<file path="config.mk">
export PLATFORM = sky130hd
export DESIGN_NAME = golden_nonce_fifo
export DESIGN_NICKNAME = d
export VERILOG_FILES = /design/src/rtl/golden_nonce_fifo.sv
export SDC_FILE = /design/constraint.sdc
export NUM_CORES = 1
export LEC_CHECK = 0
export CAP_MARGIN = 10
export CELL_PAD_IN_SITES_DETAIL_PLACEMENT = 1
export CELL_PAD_IN_SITES_GLOBAL_PLACEMENT = 1
export CORE_UTILIZATION = 40
export CTS_BUF_LIST = sky130_fd_sc_hd__clkbuf_8
export DETAILED_ROUTE_END_ITERATION = 6
export PLACE_DENSITY_LB_ADDON = 0.1
export SETUP_SLACK_MARGIN = 0.5
export SYNTH_ARGS = -nofsm -noshare
export SYNTH_HDL_FRONTEND = slang
export SYNTH_SLANG_ARGS = --single-unit
</file>
<file path="constraint.sdc">
create_clock -name clk -period 10.3 [get_ports clk]
set_input_delay 1.545 -clock clk [delete_from_list [all_inputs] [get_ports clk]]
set_output_delay 1.545 -clock clk [all_outputs]
set_load 0.02 [all_outputs]
</file>
<file path="src/rtl/golden_nonce_fifo.sv">
// golden_nonce_fifo
//   Captures golden nonces reported by the double-hash miner pipe.
//   A new non-zero golden_nonce value is a hit. The nonce is corrected by
//   NONCE_ADJ and queued in a first-word-fall-through FIFO, which the host
//   drains with a valid/ready handshake. The block also keeps a found
//   counter, a saturating overflow counter and an on-demand progress
//   snapshot of nonce2/hash2.
//
// Ports
//   clk           clock, all state updates on posedge
//   reset         synchronous reset, active low
//   golden_nonce  miner golden nonce (0 = nothing found yet)
//   nonce2/hash2  miner progress words, captured on snap_req
//   clear         synchronous flush of the FIFO and both counters
//   out_valid     FIFO is not empty
//   out_nonce     head entry (FWFT), 0 when the FIFO is empty
//   out_ready     host accepts the head entry while out_valid is high
//   count         number of entries held, 0..DEPTH
//   found_cnt     hits since reset or clear, wraps
//   overflow_cnt  hits dropped because the FIFO was full, saturates at 255
//   snap_req      capture nonce2/hash2 into snap_nonce/snap_hash
module golden_nonce_fifo #(
  parameter int          DEPTH     = 8,
  parameter int          ADDR_W    = 3,
  parameter logic [31:0] NONCE_ADJ = 32'd0
) (
  input  logic              clk,
  input  logic              reset,
  input  logic [31:0]       golden_nonce,
  input  logic [31:0]       nonce2,
  input  logic [31:0]       hash2,
  input  logic              clear,
  output logic              out_valid,
  output logic [31:0]       out_nonce,
  input  logic              out_ready,
  output logic [ADDR_W:0]   count,
  output logic [31:0]       found_cnt,
  output logic [7:0]        overflow_cnt,
  input  logic              snap_req,
  output logic [31:0]       snap_nonce,
  output logic [31:0]       snap_hash
);

  localparam logic [ADDR_W:0]   FULL_CNT = (ADDR_W+1)'(DEPTH);
  localparam logic [ADDR_W:0]   CNT_ONE  = (ADDR_W+1)'(1);
  localparam logic [ADDR_W-1:0] PTR_ONE  = ADDR_W'(1);

  logic [31:0]       mem [DEPTH];
  logic [ADDR_W-1:0] rd_ptr;
  logic [ADDR_W-1:0] wr_ptr;
  logic [31:0]       prev_golden;

  logic        hit;
  logic        pop;
  logic        push;
  logic        drop;
  logic [31:0] entry;

  // A held value only produces one hit; zero means "no nonce yet".
  assign hit   = (golden_nonce != prev_golden) && (golden_nonce != 32'd0);
  assign entry = golden_nonce - NONCE_ADJ;

  // out_ready is ignored while empty, so a pop implies count != 0.
  assign pop  = out_valid && out_ready;
  // A full FIFO still accepts a hit when the head leaves on the same edge.
  assign push = hit && !clear && ((count != FULL_CNT) || pop);
  assign drop = hit && !clear && !push;

  // Outputs come from registered state only; out_ready never reaches them.
  assign out_valid = (count != '0);
  assign out_nonce = out_valid ? mem[rd_ptr] : 32'd0;

  // Storage carries no reset: count decides which slots are meaningful.
  // When full with a simultaneous pop, wr_ptr == rd_ptr and the slot being
  // overwritten is the head that leaves on this very edge.
  always_ff @(posedge clk) begin
    if (reset && push)
      mem[wr_ptr] <= entry;
  end

  always_ff @(posedge clk) begin
    if (!reset) begin
      rd_ptr       <= '0;
      wr_ptr       <= '0;
      count        <= '0;
      prev_golden  <= 32'd0;
      found_cnt    <= 32'd0;
      overflow_cnt <= 8'd0;
    end else begin
      // Tracks the input on clear edges too, so a hit swallowed by clear
      // is not re-detected on the following edge.
      prev_golden <= golden_nonce;

      if (clear) begin
        rd_ptr       <= '0;
        wr_ptr       <= '0;
        count        <= '0;
        found_cnt    <= 32'd0;
        overflow_cnt <= 8'd0;
      end else begin
        if (pop)
          rd_ptr <= rd_ptr + PTR_ONE;
        if (push)
          wr_ptr <= wr_ptr + PTR_ONE;

        case ({push, pop})
          2'b10:   count <= count + CNT_ONE;
          2'b01:   count <= count - CNT_ONE;
          default: count <= count;
        endcase

        if (hit)
          found_cnt <= found_cnt + 32'd1;
        if (drop && (overflow_cnt != 8'hFF))
          overflow_cnt <= overflow_cnt + 8'd1;
      end
    end
  end

  // Progress snapshot is independent of clear.
  always_ff @(posedge clk) begin
    if (!reset) begin
      snap_nonce <= 32'd0;
      snap_hash  <= 32'd0;
    end else if (snap_req) begin
      snap_nonce <= nonce2;
      snap_hash  <= hash2;
    end
  end

endmodule
</file>
==> flow_metrics.tcl, run 1 <==
set metrics [dict create \
    cts_inserted_buffers 72 \
    preCtsSetupSlack_ps 4520 \
    io_buffers 241 \
    cts_hold_buf 0 \
    fp.dieW_um 201 \
    setup_viol 0 \
    fin_skew_ps 32.7 \
    cts-root-buf "clkbuf_8" \
    p_per_area_nw_per_um2 169 \
    slew_headroom 0.228 \
    via_per_inst 5.04 \
    startpoint "golden_nonce[5]" \
    synth.top_cell.area_share 0.483 \
    path_class "in2reg" \
    die_h_um 201 \
    postSynthCellCount 1041 \
    final_nets 1426 \
    syn-num-nets 1149 \
    crit_fanout 22 \
    vias 9547 \
    antenna_left 0 \
    finalCritPeriodShare 0.494 \
    gp_congestion 0.726 \
    n_fill_cell 3856 \
    ys.flop_type "edfxtp_1" \
    fin_ws_ps 5210 \
    worstSkewPairLatency_ps 600 \
    clk_path_buf_depth 3 \
    synth.area.top_cells "edfxtp_1, dfxtp_1, mux4_2" \
    synthArstFlopShare 0 \
    worstHoldStart "rd_ptr[1]" \
    cts_tree "yes" \
    grt_max_degree 68 \
    cp-end-kind "flip-flop" \
    synth_warnings 0 \
    cts.sinks 405 \
    status "complete, no violations" \
    worst_pin_slew_ps 1150 \
    cts_resized 0 \
    finalHoldViolCount 0 \
    final_max_slew_viol_count 0 \
    drc 0 \
    grt_overflow_total 0 \
    synth.avg_cell_area_um2 15.3 \
    synth_top_cells_by_count "edfxtp_1, dfxtp_1, mux2i_1" \
    wl_per_cell_um 20.8 \
    hold_class "reg2reg" \
    arrival_ps 5320 \
    synth_edf_count 256 \
    rsz0062_at_grt "no" \
    critPathLaunchType "primary input" \
    drt_iter0_drc 393 \
    final_layout_size_suffix_gt1_frac 0.141 \
    drv_cap 0 \
    grt_pass1_wl_mm 61.2 \
    period_minus_slack_ps 5090 \
    synth_cell_types 49 \
    ys_seq_area_frac 0.671 \
    start_util 0.409 \
    areaGrowthSynthToFinish_pct 27.4 \
    dp_hpwl_mm 24.7 \
    core_area_um2 38900 \
    max_freq_ghz 0.196 \
    drt_wl_total_mm 39.5 \
    yosysMostFrequentCell "edfxtp_1" \
    io_pins 242 \
    vdd_ir_drop_max_uv 92.3 \
    yosysTopAreaCell "edfxtp_1" \
    htreeDepth 3 \
    clk_pin_slew_ps 60 \
    synth.cell_area_um2 15900 \
    grt_pass1_vias 10500 \
    grtUsageTotal 0.198 \
    synth-seq-cells 405 \
    postCtsSetupBuffers 0 \
    dieArea_um2 40600 \
    power_leakage_uw 0.00688 \
    grt_antenna_before_repair 3 \
    fin_setup_tns_ps 0 \
    first_pass_iters 4 \
    required_ps 10530 \
    reg2reg_from "prev_golden[5]" \
    num_rows 72 \
]
-- where the power goes --
group	switching, µW	internal [µW]	total (µW)
sequential	17.1	1760	1770
clock	646	755	1400
combinational	134	128	263
-- path summary, 6_finish.rpt --
check	slack (ps)	endpoint	cells past startpoint
max	5210	mem[0][4]	9
min	500	flip-flop	2
max reg2reg	6610	mem[0][4]	8
min reg2reg	500	flip-flop	2
-- metrics by stage --
stage,power [µW],instance area (µm²),utilization,hold WS [ps],std cells
detailed placement,2070,18900,0.486,492,1762
finish,3440,20300,0.521,497,1894
global placement,2070,18900,0.486,469,1762
global route,3590,20300,0.521,543,1894
floorplan,1930,15900,-,454,1041
CTS,3500,20300,0.521,503,1893
-- metal layers --
metal / vias to the layer above / track usage / wire length, µm
met5: - / 0 / 25
met2: 249 / 0.328 / 19300
met4: 4 / 0.0625 / 674
met3: 49 / 0.0727 / 3080
met1: 4802 / 0.240 / 16400
li1: 4443 / - / -
-- flip-flops by register name, summed over array words and instances, names as in the netlist, named ones only --
signal        flops
wr_ptr            3
overflow_cnt      8
snap_hash        32
prev_golden      32
found_cnt        32
count             4
mem             256
snap_nonce       32
rd_ptr            3
-- layout by cell type (no fill, tap or decap), types with 2 or more instances in the layout --
cell type          n
mux2i_1          100
buf_4             14
nand2_1           27
dfxtp_2            2
bufinv_16          2
xnor2_1           26
ha_1               6
dfxtp_1          146
a21oi_1           13
edfxtp_1         256
xor2_1            39
or3_1              4
and3_1             8
nor2_1            76
o21ai_0            4
nor4_1            21
mux4_2            64
a211oi_1           2
or4_1              3
nand4_1           11
clkdlybuf4s50_1  239
clkinvlp_4         2
nor3_1            13
clkinv_2           7
nand2b_1           2
inv_1             35
clkbuf_8          79
and4_1             8
nor2b_1           66
o31ai_1            2
nand3_1           16
nor3_2             5
clkinv_1          15
and2_1            34
nor2_4             4
-- layout make-up --
class                   instances  area, µm²  share of cell area
flip-flops and latches        405      10700               0.527
multi-input cells             574       5050               0.249
repair buffers                254       2500               0.123
clock buffers                  79       1090              0.0536
well taps                     518        648              0.0320
clock inverters                52        269              0.0133
inverters                      11       41.3             0.00204
diodes                          1       2.50            0.000123
-- critical path: stages --
cell and delay, ps:
clkdlybuf4s50_1 710, xor2_1 270, nor4_1 100, and4_1 270
a211oi_4 470, nand2_1 200, or2_1 380, nor3_2 830
buf_4 500
-- logic make-up (layout without fill, tap and decap cells) --
| family | after synthesis | after routing | share of synthesized area |
|---|---|---|---|
| buffers and inverters | 62 | 396 | 0.0158 |
| muxes | 164 | 164 | 0.154 |
| AOI/OAI and AO/OA | 32 | 32 | 0.0145 |
| other | 0 | 1 | 0 |
| xor gates and xnor gates | 65 | 65 | 0.0358 |
| adders and majority gates | 7 | 7 | 0.00598 |
| DFF | 405 | 405 | 0.671 |
| and+or+nand+nor | 306 | 306 | 0.104 |
Note: power is estimated with default switching activity, not from simulation.
==> run 2, diff against run 1 <==
==> constraint.sdc (replaced) <==
create_clock -name clk -period 4.2 [get_ports clk]
set_input_delay 0.63 -clock clk [delete_from_list [all_inputs] [get_ports clk]]
set_output_delay 0.63 -clock clk [all_outputs]
set_load 0.02 [all_outputs]
==> run 2 against run 1 <==
Effect of this change: worst setup slack worse by 4500 ps; non-clock buffer count up 37; sequential cell count unchanged; highest routed layer unchanged; critical path depth decreased by 4; first-iteration DRC count fell by 2.8%; critical endpoint is now out_nonce[14]; clock skew rose by 2.6 ps; largest power group unchanged; count of clock-buffer cells in the layout down 1.
==> flow_metrics.tcl, run 2 (synthesis results as in run 1) <==
set metrics [dict create \
    status "complete, no violations" \
    post-route-util 0.533 \
    final_nets 1462 \
    reg2reg_from "prev_golden[31]" \
    vdd_ir_drop_max_uv 335 \
    hold_class "reg2reg" \
    worst_pin_slew_ps 1080 \
    clk_path_buf_depth 3 \
    top_register "mem" \
    num_rows 72 \
    mostFrequentLayoutCells "edfxtp_1, clkdlybuf4s50_1, dfxtp_1, mux2i_1, clkbuf_8" \
    fin_skew_ps 35.4 \
    vias 9725 \
    period_minus_slack_ps 3540 \
    cts.sinks 405 \
    grt_max_degree 66 \
    dieArea_um2 40600 \
    io_buffers 241 \
    largest_register_ff_count 256 \
    worst_path_max_delay_cell "clkdlybuf4s50_1" \
    required_ps 3570 \
    multi_input_area_um2 5060 \
    worstSkewPairLatency_ps 610 \
    final_max_slew_viol_count 0 \
    crit_end "out_nonce[14]" \
    grt_pass1_vias 10700 \
    cts_resized 1 \
    grt_overflow_total 0 \
    rrSetupSlack_ps 1430 \
    cts_tree "yes" \
    power_leakage_uw 0.00713 \
    start_util 0.409 \
    cp-end-kind "primary output" \
    clk_pin_slew_ps 60 \
    preCtsSetupSlack_ps 382 \
    antenna_left 0 \
    arrival_ps 2910 \
    die_h_um 201 \
    cts-root-buf "clkbuf_8" \
    n_fill_cell 3853 \
    drt_iter0_drc 382 \
    fin_cells 1929 \
    max_freq_ghz 0.283 \
    drc 0 \
    rsz0062_at_grt "no" \
    cpPeakStageDelay_ps 570 \
    drt_wl_total_mm 40.2 \
    cts_inserted_buffers 71 \
    first_pass_iters 6 \
    drv_cap 0 \
    fin_ws_ps 662 \
    final_common_cell "edfxtp_1" \
    wl_per_cell_um 20.8 \
    reg2reg_to "count[2]" \
    reg2regPathDepth 11 \
    diodes 0 \
    finalCritPeriodShare 0.842 \
    p_per_area_nw_per_um2 423 \
    critPathLaunchType "flip-flop" \
    setup_viol 0 \
    seq_area_um2 10700 \
    path_class "reg2out" \
    postCtsSetupBuffers 0 \
    crit_fanout 23 \
    grtUsageTotal 0.202 \
    finalHoldViolCount 0 \
    io_pins 242 \
    grt_pass1_wl_mm 62.3 \
    areaGrowthSynthToFinish_pct 30.4 \
    final_layout_size_suffix_gt1_frac 0.169 \
    fp.dieW_um 201 \
    fin_setup_tns_ps 0 \
    slew_headroom 0.280 \
    via_per_inst 5.04 \
    core_area_um2 38900 \
    crit_chain "buf_6 > mux4_2 > mux2i_1 > nor2_1 > clkdlybuf4s50_1" \
    cts_hold_buf 0 \
    htreeDepth 3 \
    dp_hpwl_mm 26.3 \
    gp_congestion 0.730 \
    grt_antenna_before_repair 2 \
    dp_cells 1799 \
]
==> run 2: changes by cell type in the layout (fill, tap and decap cells not counted) <==
cell | before | now
nor3_2 | 5 | 3
buf_12 | 0 | 5
inv_6 | 1 | 0
nor3_4 | 0 | 2
clkbuf_8 | 79 | 78
inv_1 | 35 | 33
clkinv_1 | 15 | 9
buf_6 | 0 | 2
bufinv_16 | 2 | 7
diode_2 | 1 | 0
buf_4 | 14 | 44
clkinv_2 | 7 | 10
clkinvlp_4 | 2 | 3
==> run 2: stage by stage <==
step | hold slack [ps] | cell area, µm² | power [µW]
after global placement | 484 | 19300 | 5100
final | 497 | 20800 | 8770
after detailed placement | 485 | 19300 | 5110
after floorplan | 454 | 15900 | 4730
after CTS | 496 | 20800 | 8900
after global routing | 540 | 20800 | 9100
==> run 2: worst min-delay path by stage <==
stage | startpoint | to | slack [ps] | cells after the start
2_1_floorplan | rd_ptr[1] | flip-flop | 450 | 2
3_5_place_dp | wr_ptr[0] | wr_ptr[0] | 480 | 2
3_3_place_gp | rd_ptr[1] | flip-flop | 480 | 2
5_1_grt | snap_hash[19] | snap_hash[19] | 540 | 2
6_report | wr_ptr[0] | wr_ptr[0] | 500 | 2
4_1_cts | wr_ptr[0] | wr_ptr[0] | 500 | 2
==> run 2: metal layers <==
layer	track usage	vias to the layer above	routed length (µm)
met1	0.253	4909	17200
li1	-	4512	-
met2	0.332	242	19400
met4	0.0641	4	692
met5	0	-	21
met3	0.0641	58	2840
==> run 2: worst max-delay path: cells and delay by family (launching register included) <==
| kind | cells | cell delay [ps] |
|---|---|---|
| buffers and inverters | 2 | 910 |
| and+or+nand+nor | 1 | 120 |
| DFF | 1 | 440 |
| muxes | 2 | 810 |
==> run 2: layout make-up <==
type	instances	area share
Sequential cell	405	0.514
Tap cell	518	0.0312
Multi-Input combinational cell	574	0.244
Timing Repair Buffer	291	0.137
Clock inverter	52	0.0194
Clock buffer	78	0.0517
Inverter	11	0.00199
==> run 2: where the power goes <==
part / switching, µW / leakage [µW] / internal [µW] / total, µW
Combinational: 345 / 0.00275 / 331 / 676
Sequential: 38.3 / 0.00354 / 4300 / 4340
Clock: 1610 / 0.000836 / 2140 / 3750
